===== src/rtl/std_div_issue.sv =====
// Operand FIFO + go/done sequencer for std_div_pipe. Issue one cycle after head is eligible, result one edge after div_done.
// Zero divisors bypass the divider. A stalled result slot blocks issue while the FIFO keeps filling until full.
module std_div_issue #(
  parameter int WIDTH = 32,
  parameter int DEPTH = 4
) (
  input  logic             clk,
  input  logic             reset,
  input  logic             in_valid,
  output logic             in_ready,
  input  logic [WIDTH-1:0] in_left,
  input  logic [WIDTH-1:0] in_right,
  output logic             out_valid,
  input  logic             out_ready,
  output logic [WIDTH-1:0] out_data,
  output logic             out_div0,
  output logic             div_go,
  output logic [WIDTH-1:0] div_left,
  output logic [WIDTH-1:0] div_right,
  input  logic [WIDTH-1:0] div_out,
  input  logic             div_done
);

  localparam int AW = (DEPTH > 1) ? $clog2(DEPTH) : 1;
  localparam logic [AW:0] FULL_CNT = (AW+1)'(DEPTH);

  typedef enum logic {IDLE, BUSY} state_t;

  state_t           state_q, state_d;
  logic [AW-1:0]    wr_ptr_q, wr_ptr_d, rd_ptr_q, rd_ptr_d;
  logic [AW:0]      count_q, count_d;
  logic             div_go_q, div_go_d;
  logic [WIDTH-1:0] div_left_q, div_left_d, div_right_q, div_right_d;
  logic             out_valid_q, out_valid_d;
  logic [WIDTH-1:0] out_data_q, out_data_d;
  logic             out_div0_q, out_div0_d;

  logic [WIDTH-1:0] left_mem  [DEPTH];
  logic [WIDTH-1:0] right_mem [DEPTH];

  logic             push, pop, empty, slot_free;
  logic [WIDTH-1:0] head_left, head_right;

  assign in_ready   = (count_q != FULL_CNT);
  assign empty      = (count_q == '0);
  assign push       = in_valid && in_ready;
  assign slot_free  = !out_valid_q || out_ready;
  assign head_left  = left_mem[rd_ptr_q];
  assign head_right = right_mem[rd_ptr_q];

  assign out_valid = out_valid_q;
  assign out_data  = out_data_q;
  assign out_div0  = out_div0_q;
  assign div_go    = div_go_q;
  assign div_left  = div_left_q;
  assign div_right = div_right_q;

  // Storage needs no reset: the occupancy counter decides what is valid.
  always_ff @(posedge clk) begin
    if (push) begin
      left_mem[wr_ptr_q]  <= in_left;
      right_mem[wr_ptr_q] <= in_right;
    end
  end

  always_comb begin
    state_d     = state_q;
    div_go_d    = div_go_q;
    div_left_d  = div_left_q;
    div_right_d = div_right_q;
    out_valid_d = out_valid_q;
    out_data_d  = out_data_q;
    out_div0_d  = out_div0_q;
    pop         = 1'b0;
    if (out_valid_q && out_ready) out_valid_d = 1'b0;
    case (state_q)
      IDLE: begin
        if (!empty && slot_free) begin
          if (head_right != '0) begin
            div_left_d  = head_left;
            div_right_d = head_right;
            div_go_d    = 1'b1;
            state_d     = BUSY;
          end else begin
            pop         = 1'b1;
            out_valid_d = 1'b1;
            out_data_d  = '1;
            out_div0_d  = 1'b1;
          end
        end
      end
      BUSY: begin
        // The slot was free at issue and nothing else loads it while busy.
        if (div_done) begin
          pop         = 1'b1;
          out_valid_d = 1'b1;
          out_data_d  = div_out;
          out_div0_d  = 1'b0;
          div_go_d    = 1'b0;
          state_d     = IDLE;
        end
      end
    endcase
  end

  always_comb begin
    wr_ptr_d = push ? wr_ptr_q + AW'(1) : wr_ptr_q;
    rd_ptr_d = pop  ? rd_ptr_q + AW'(1) : rd_ptr_q;
    case ({push, pop})
      2'b10:   count_d = count_q + (AW+1)'(1);
      2'b01:   count_d = count_q - (AW+1)'(1);
      default: count_d = count_q;
    endcase
  end

  always_ff @(posedge clk or posedge reset) begin
    if (reset) begin
      state_q     <= IDLE;
      wr_ptr_q    <= '0;
      rd_ptr_q    <= '0;
      count_q     <= '0;
      div_go_q    <= 1'b0;
      div_left_q  <= '0;
      div_right_q <= '0;
      out_valid_q <= 1'b0;
      out_data_q  <= '0;
      out_div0_q  <= 1'b0;
    end else begin
      state_q     <= state_d;
      wr_ptr_q    <= wr_ptr_d;
      rd_ptr_q    <= rd_ptr_d;
      count_q     <= count_d;
      div_go_q    <= div_go_d;
      div_left_q  <= div_left_d;
      div_right_q <= div_right_d;
      out_valid_q <= out_valid_d;
      out_data_q  <= out_data_d;
      out_div0_q  <= out_div0_d;
    end
  end

endmodule


===== config.mk =====
export PLATFORM = sky130hd
export DESIGN_NAME = std_div_issue
export DESIGN_NICKNAME = d
export VERILOG_FILES = /design/src/rtl/std_div_issue.sv
export SDC_FILE = /design/constraint.sdc
export NUM_CORES = 1
export LEC_CHECK = 0
export BUFFER_PORTS_ARGS = -buffer_cell sky130_fd_sc_hd__buf_2
export CAP_MARGIN = 40
export CORE_MARGIN = 2
export CORE_UTILIZATION = 45
export CTS_CLUSTER_DIAMETER = 40
export DETAILED_ROUTE_END_ITERATION = 8
export PLACE_DENSITY = 0.68
export SYNTH_ARGS = -nofsm -noshare
export SYNTH_HDL_FRONTEND = slang
export SYNTH_SLANG_ARGS = --single-unit
export TNS_END_PERCENT = 20

===== constraint.sdc =====
create_clock -name clk -period 3.5 [get_ports clk]
set_input_delay 0.875 -clock clk [delete_from_list [all_inputs] [get_ports clk]]
set_output_delay 0.875 -clock clk [all_outputs]
set_load 0.005 [all_outputs]

## Word-level counts from Yosys, hierarchy flattened

Memories as Yosys holds them, arrays and structs flattened. A register that Yosys moved wholly into a read port is not among the register bits.
Index checks and enable logic that the tools add are counted.

| word-level totals | value |
|---|---|
| register bits after elaboration | 75 |
| RAM bits | 256 |
| bits of input ports | 101 |
| output and inout bits | 100 |
| logic and storage cells | 62 |
| memories | 2 |

Memory list:

| memory | depth | bits a word | rd ports | clocked after memory_dff | wr ports | line | text |
|---|---|---|---|---|---|---|---|
| left_mem | 4 | 32 | 1 | 1 | 1 | 38 | `logic [WIDTH-1:0] left_mem [DEPTH];` |
| right_mem | 4 | 32 | 1 | 0 | 1 | 39 | `logic [WIDTH-1:0] right_mem [DEPTH];` |

| cells by class | value |
|---|---|
| add/subtract/negate cells | 4 |
| equality and inequality tests | 7 |
| multiplexer cells | 27 |
| bitwise operators | 1 |
| reductions and logical operators | 12 |

Operator list:

| cell | number |
|---|---|
| $mux 32 | 3 |
| $pmux 32 s2 | 1 |
| $reduce_bool 32->1 | 1 |
| $mux 1 | 17 |
| $pmux 1 s2 | 5 |
| $reduce_and 3->1 | 3 |
| $ne 2x2->1 const B | 4 |
| $pmux 3 s2 | 1 |
| $add 2x1->2 const B | 2 |
| $add 3x1->3 const B | 1 |
| $logic_and 1x1->1 | 3 |
| $logic_not 3->1 | 1 |
| $ne 3x3->1 const B | 1 |
| $sub 3x1->3 const B | 1 |
| $eq 2x1->1 const B | 1 |
| $eq 2x2->1 const B | 1 |
| $logic_not 1->1 | 2 |
| $reduce_bool 2->1 | 1 |
| $logic_or 1x1->1 | 1 |
| $not 1->1 | 1 |

## Longest topological paths before layout

Gate-level depths: netlist of the first run.

| depth | value |
|---|---|
| depth after elaboration | 7 |
| gate-level depth with buffers | 12 |

## Worst setup path after synthesis of the first run

Ideal clock, no wire load.

| timing path | value |
|---|---|
| path kind | reg-to-reg |
| start point | register rd_ptr_q[0] |
| end point | register count_q[2] |
| setup time | 79 ps |
| arrival time | 2919 ps |
| path slack | 502 ps |
| cell stages (with the launch flop) | 13 |
| path buffers | 2 |
| cell sequence | dfrtp_1 > clkbuf_1 > buf_2 > mux4_2 > nor4_1 > and4_1 > a31o_2 > ha_1 > inv_1 > fa_1 > xor2_1 > nor2_1 > xor2_1 |

| between the ends | value |
|---|---|
| cells in the longest elaborated chain, start to end | 7 |
| elaborated cells on any way between the ends | 9 |

Ends and longest elaborated chain:

| element | line | text |
|---|---|---|
| start, declared | 30 | `logic [AW-1:0] wr_ptr_q, wr_ptr_d, rd_ptr_q, rd_ptr_d;` |
| start signal, assigned | 131 | `rd_ptr_q <= rd_ptr_d;` |
| $mem_v2 4x32 * | n/a |  |
| $reduce_bool 32->1 * | 79 | `if (head_right != '0) begin` |
| $mux 1 * | 79 |  |
| $mux 1 * | 78 | `if (!empty && slot_free) begin` |
| $pmux 1 s2 * | 76 | `case (state_q)` |
| net pop | 41 | `logic push, pop, empty, slot_free;` |
| $eq 2x1->1 / $eq 2x2->1 (equally long branches) | 109 | `case ({push, pop})` |
| $pmux 3 s2 / $reduce_bool 2->1 (equally long branches) | n/a |  |
| end signal, assigned | 132 | `count_q <= count_d;` |
| end, declared | 31 | `logic [AW:0] count_q, count_d;` |

Mark *: on every way through the listed nets, which the timed path passes. The rest lies on a longest branch.
A chain may end at the register's enable or synchronous reset.

## Worst setup path in the final report of the first run

| timing path | value |
|---|---|
| start point | register rd_ptr_q[1] |
| end point | register count_q[2] |

Same word-level chain as after synthesis.

==> flow_metrics.env, run 1 <==
export IMPL_status="finished, final reports clean"
export IMPL_final_cell_area_um2=16600
export IMPL_cts_tree="yes"
export IMPL_cts_buffer_depth=3
export IMPL_slew_headroom_pct=56.5
export IMPL_ys_warn_count=0
export IMPL_crit_arrival_ps=3690
export IMPL_area_delta_synth_final_pct=23.1
export IMPL_power_internal_w=0.0107
export IMPL_grt_start_max_net_pins=108
export IMPL_cpPeakStageDelay_ps=590
export IMPL_layout_common_cells="edfxtp_1 (256), buf_2 (200), dfrtp_1 (105)"
export IMPL_core_area_um2=29600
export IMPL_gp_congestion=0.734
export IMPL_die_x_um=177
export IMPL_drv_slew=0
export IMPL_synth_cell_type_count=32
export IMPL_rsz0062_at_grt="no"
export IMPL_cts_root_buf="clkbuf_16"
export IMPL_wl_per_cell_um=20.7
export IMPL_rows=63
export IMPL_seqPwrFrac_pct=42.9
export IMPL_grt_usage_pct=18.2
export IMPL_via_per_inst=5.22
export IMPL_synth_fp_nets=786
export IMPL_multi_input_area_um2=2990
export IMPL_clock_latency_ps=530
export IMPL_worstSetupStartpointType="flop"
export IMPL_final_common_cell="edfxtp_1"
export IMPL_cp_common_cell="xor2_1"
export IMPL_worst_path_max_fanout=16
export IMPL_hp_class="flop to flop"
export IMPL_num_fill_cells=2287
export IMPL_synth_area_um2=13500
export IMPL_critical_path_class="flop to flop"
export IMPL_path_delay_family="simple AND/OR/NAND/NOR gates"
export IMPL_drc=0
export IMPL_total_power_w=0.0150
export IMPL_min_period_ps=3250
export IMPL_start_util_pct=45.6
export IMPL_drt_iter0_drc=373
export IMPL_syn_inst=679
export IMPL_syn_area_per_cell_um2=19.9
export IMPL_dr_pass1_iters=4
export IMPL_ff_latch_area_um2=10400
export IMPL_yosys_top_cells_area="edfxtp_1 (57%), dfrtp_1 (20%), mux4_2 (11%), mux2_1 (3.2%), mux2_2 (2.2%)"
export IMPL_ys_ff_latch=363
export IMPL_die_area_um2=31400
export IMPL_path_buf_inv=2
export IMPL_layout_cells_non_filler=1346
export IMPL_antenna_found_initial=5
export IMPL_io_buffers=200
export IMPL_layout_drive_gt1_share_pct=41.8
export IMPL_power_leakage_nw=6.22
export IMPL_min_period_over_period_pct=92.9
export IMPL_cp_cell_sequence="buf_4, mux4_2, nor4_1, and4_1, a31o_2, ha_1, inv_1, fa_1, xor2_1, nor2_1, xor2_1"
export IMPL_io_pins=201
export IMPL_cts_inserted_buffers=44
export IMPL_via_count=7027
export IMPL_synth_top_area_cell="edfxtp_1"
export IMPL_maxCapViolCount=0
export IMPL_cts_htree_levels=2
export IMPL_powerDensity_nw_per_um2=902
export IMPL_clock_sinks=363
export IMPL_cts_hold_buf=0
export IMPL_fin_skew_ps=25.0
export IMPL_slowest_stage="dfrtp_4"
export IMPL_p_clk_share_pct=29.1
export IMPL_grt_pass1_wl_um=43300
export IMPL_switching_share_pct=28.7
export IMPL_die_h_um=177
export IMPL_placed_area_um2=15100
export IMPL_path_clk_slew_ps=60
export IMPL_cp_required_ps=3930
export IMPL_vdd_drop_max_mv=0.483
export IMPL_post_route_util_pct=56.1
export IMPL_totalWireLength_um=27800
export IMPL_cp_end_kind="flop"
export IMPL_fmax_ghz=0.307
export IMPL_grt_pass1_vias=7652
export IMPL_setup_tns_ps=0
export IMPL_dp_cells=1260
export IMPL_ys_seq_area_share_pct=76.9
export IMPL_hpwl_um=17200
export IMPL_nets=1025
export IMPL_synth_top_area_share_pct=57.0
export IMPL_netSwitchingPower_w=0.00430
export IMPL_tightest_slew_ps=652
export IMPL_setup_viol=0
export IMPL_gr_total_overflow=0
export IMPL_hold_violations=0
export IMPL_power_frac_comb_pct=28.0
export IMPL_ant_nets=0
metal layers:
metal | vias to the layer above | routed length (um) | global-route usage, % | part of all wire [%]
met4 | 4 | 824 | 6.47 | 3.0
li1 | 3135 | - | - | -
met5 | - | 28 | 0 | 0.10
met1 | 3623 | 11500 | 23.1 | 41
met2 | 212 | 13400 | 30.1 | 48
met3 | 53 | 2060 | 5.33 | 7.4
stage by stage:
step                worst slack [ps]  hold WS [ps]
detailed placement               146           464
global placement                 179           461
finish                           247           479
global route                    24.2           500
CTS                              106           477
floorplan                        502           464
path summary, 6_finish.rpt:
| check | slack (ps) | startpoint | to | depth (start not counted) |
|---|---|---|---|---|
| min in group asynchronous | 520 | reset | div_right[20] | 3 |
| setup reg to reg | 250 | rd_ptr_q[1] | count_q[2] | 11 |
| hold / removal | 480 | div_go | div_go | 2 |
| setup / recovery | 250 | rd_ptr_q[1] | count_q[2] | 11 |
| max in group asynchronous | 2470 | reset | div_left[1] | 3 |
| hold reg to reg | 480 | div_go | div_go | 2 |
power by group through the flow:
stage | Clock, W | Combinational, W | Sequential [W]
CTS | 0.00445 | 0.00423 | 0.00646
global route | 0.00463 | 0.00464 | 0.00655
floorplan | 0 | 0.00263 | 0.00644
detailed placement | 0 | 0.00422 | 0.00653
global placement | 0 | 0.00415 | 0.00648
finish | 0.00436 | 0.00419 | 0.00643
cells by family after synthesis:
kind of cell	Yosys count	synth area share (%)
buffers and inverters	40	1.45
adder cells (fa/ha/maj)	6	0.612
AND/OR/NAND/NOR	98	3.17
AO/OA/AOI/OAI	38	1.46
multiplexers	129	16.1
flip-flops	363	76.9
XOR/XNOR	5	0.325
final cells by class:
type	count	share of cell area [%]
multi-input cells	276	18.0
clock buffers	58	7.20
diodes	2	0.0302
clock inverters	24	1.39
inverters	8	0.204
flip-flops and latches	363	62.5
well taps	390	2.94
repair buffers	225	7.74
sequential cells by signal, indices dropped and copies added, names as in the netlist, 2 cells and up:
signal and flops:
left_mem 128, right_mem 128, div_left 32, div_right 32, out_data 32, count_q 3
rd_ptr_q 2, wr_ptr_q 2
worst register-to-register path, cell delays in order, from the launching register on:
cell	delay [ps]
dfrtp_4	590
buf_4	240
mux4_2	320
nor4_1	470
and4_1	320
a31o_2	190
ha_1	190
inv_1	60
fa_1	380
xor2_1	150
nor2_1	110
xor2_1	150
repair_timing:
| item | in CTS | in global routing |
|---|---|---|
| endpoints found under the setup margin | 0 | 1 |
| resized for setup | 0 | 5 |
| setup buffers | 0 | 2 |
| endpoints found under the hold margin | 0 | 0 |
cells in the mapped netlist:
cell and count:
nor3_1 2, o21ai_0 2, xor2_1 3, o21ai_1 1, nor2_1 66, and4_1 2
fa_1 1, nand4_1 2, a21oi_1 33, buf_6 4, edfxtp_1 256, buf_4 2
nor4_1 8, and2_1 2, inv_1 8, and3_1 4, o31ai_1 1, ha_1 5
clkbuf_1 18, or2_2 1, nand3_1 2, mux2_1 38, mux2i_1 1, nand2_1 8
nor2b_1 1, a31o_2 1, mux4_2 64, dfrtp_1 107, buf_2 6, xnor2_1 2
buf_1 2, mux2_2 26
No activity file was read; power rests on OpenSTA's default activity.
==> run 2, diff against run 1 <==
Settings changed: CORE_UTILIZATION 45 to 47, PLACE_DENSITY 0.68 to 0.7.
==> run 2 against run 1 <==
Against the previous run: die area down 4.2%; sequential power about the same; largest power group unchanged; maximum frequency up 0.74%; combinational power about the same; register-to-register slack better by 20 ps; hold slack worse by 10 ps; first-iteration DRC count up 22%; core utilization up 2.0 points; count of clock-buffer cells in the layout down 8.
==> flow_metrics.env, run 2 (synthesis gave the netlist of run 1 again) <==
export IMPL_slew_headroom_pct=57.1
export IMPL_drc=0
export IMPL_die_area_um2=30100
export IMPL_drt_iter0_drc=455
export IMPL_min_period_ps=3230
export IMPL_die_x_um=173
export IMPL_grt_start_max_net_pins=108
export IMPL_start_util_pct=47.4
export IMPL_cts_htree_levels=2
export IMPL_final_common_cell="edfxtp_1"
export IMPL_worst_path_max_fanout=21
export IMPL_vdd_drop_max_mv=0.590
export IMPL_power_leakage_nw=6.24
export IMPL_dr_pass1_iters=4
export IMPL_layout_common_cells="edfxtp_1 (256), buf_2 (200), dfrtp_1 (105)"
export IMPL_cts_inserted_buffers=43
export IMPL_cts_hold_buf=0
export IMPL_io_pins=201
export IMPL_dp_cells=1259
export IMPL_status="finished, final reports clean"
export IMPL_clock_latency_ps=530
export IMPL_layout_cells_non_filler=1338
export IMPL_rsz0062_at_grt="no"
export IMPL_hp_class="flop to flop"
export IMPL_grt_usage_pct=18.8
export IMPL_fin_skew_ps=20.9
export IMPL_min_period_over_period_pct=92.3
export IMPL_num_fill_cells=2168
export IMPL_p_clk_share_pct=28.5
export IMPL_gp_congestion=0.799
export IMPL_largestRegisters="left_mem: 128 flops, right_mem: 128 flops"
export IMPL_io_buffers=200
export IMPL_setup_viol=0
export IMPL_post_cts_buffers=0
export IMPL_path_clk_slew_ps=60
export IMPL_powerDensity_nw_per_um2=898
export IMPL_hold_violations=0
export IMPL_cp_end_kind="flop"
export IMPL_via_per_inst=5.29
export IMPL_antenna_found_initial=4
export IMPL_worstSetupStartpointType="flop"
export IMPL_layout_drive_gt1_share_pct=42.3
export IMPL_switching_share_pct=29.0
export IMPL_cts_buffer_depth=3
export IMPL_rows=62
export IMPL_ant_nets=0
export IMPL_power_frac_comb_pct=28.3
export IMPL_cts_tree="yes"
export IMPL_area_delta_synth_final_pct=22.8
export IMPL_tightest_slew_ps=643
export IMPL_cp_required_ps=3950
export IMPL_clock_sinks=363
export IMPL_totalWireLength_um=27600
export IMPL_gr_total_overflow=0
export IMPL_power_internal_w=0.0106
export IMPL_maxCapViolCount=0
export IMPL_hpwl_um=17200
export IMPL_via_count=7076
export IMPL_wl_per_cell_um=20.6
export IMPL_core_area_um2=28500
export IMPL_die_h_um=173
export IMPL_nets=1027
export IMPL_fmax_ghz=0.310
export IMPL_seqPwrFrac_pct=43.2
export IMPL_crit_arrival_ps=3680
export IMPL_drv_slew=0
export IMPL_grt_pass1_wl_um=43300
export IMPL_setup_tns_ps=0
export IMPL_netSwitchingPower_w=0.00431
export IMPL_cts_root_buf="clkbuf_16"
export IMPL_grt_pass1_vias=7510
export IMPL_critical_path_class="flop to flop"
## run 2: worst max-delay path, cell delays in order (launching register included)
cell     delay, ps
dfrtp_4        500
buf_12         230
mux4_2         560
nor4_2         280
buf_4          160
and4_1         220
a31o_2         190
ha_1           180
inv_1           60
fa_1           370
xor2_1         150
nor2_1         110
xor2_1         150
## run 2: final cells by class
cell class | instances | area, um^2 | area share [%]
diodes | 2 | 5.00 | 0.0302
clock buffers | 50 | 1140 | 6.90
inverters | 8 | 33.8 | 0.204
repair buffers | 228 | 1320 | 7.96
flip-flops and latches | 363 | 10400 | 62.6
multi-input cells | 276 | 2980 | 18.0
clock inverters | 27 | 231 | 1.40
well taps | 384 | 480 | 2.90
## run 2: worst paths after layout
path	from	to	slack (ps)	depth (start not counted)
worst max-delay path	rd_ptr_q[0]	count_q[2]	270	12
worst min-delay path	div_go	div_go	470	2
worst max register to register	rd_ptr_q[0]	count_q[2]	270	12
worst min register to register	div_go	div_go	470	2
max in group asynchronous	reset	div_left[25]	2470	3
min in group asynchronous	reset	out_data[20]	520	3
## run 2: what timing repair did
item / CTS / global route
endpoints found under the hold margin: 0 / 0
endpoints found under the setup margin: 0 / 1
resized for setup: 0 / 4
## run 2: stage by stage
stage          area (um^2)  util [%]  total power (W)  hold slack (ps)  setup WS (ps)
4_1_cts              16500      58.1           0.0151              472            161
3_3_place_gp         15100      53.2           0.0107              455            263
2_1_floorplan        13500         -          0.00907              464            502
5_1_grt              16600      58.2           0.0157              495           76.6
3_5_place_dp         15200      53.2           0.0108              458            234
6_report             16600      58.2           0.0149              469            271
## run 2: power by group through the flow
stage	Combinational [W]	Sequential, W	Clock (W)
floorplan	0.00263	0.00644	0
global placement	0.00418	0.00647	0
detailed placement	0.00428	0.00652	0
CTS	0.00430	0.00644	0.00432
global route	0.00462	0.00655	0.00453
finish	0.00422	0.00643	0.00424
## run 2: routing by layer
layer  global-route usage, %  up-vias  part of all wire (%)
li1                        -     3135                     -
met1                    24.3     3654                    40
met2                    31.2      244                    50
met3                    5.53       39                   7.8
met4                    5.16        4                   1.8
met5                       0        -                 0.098
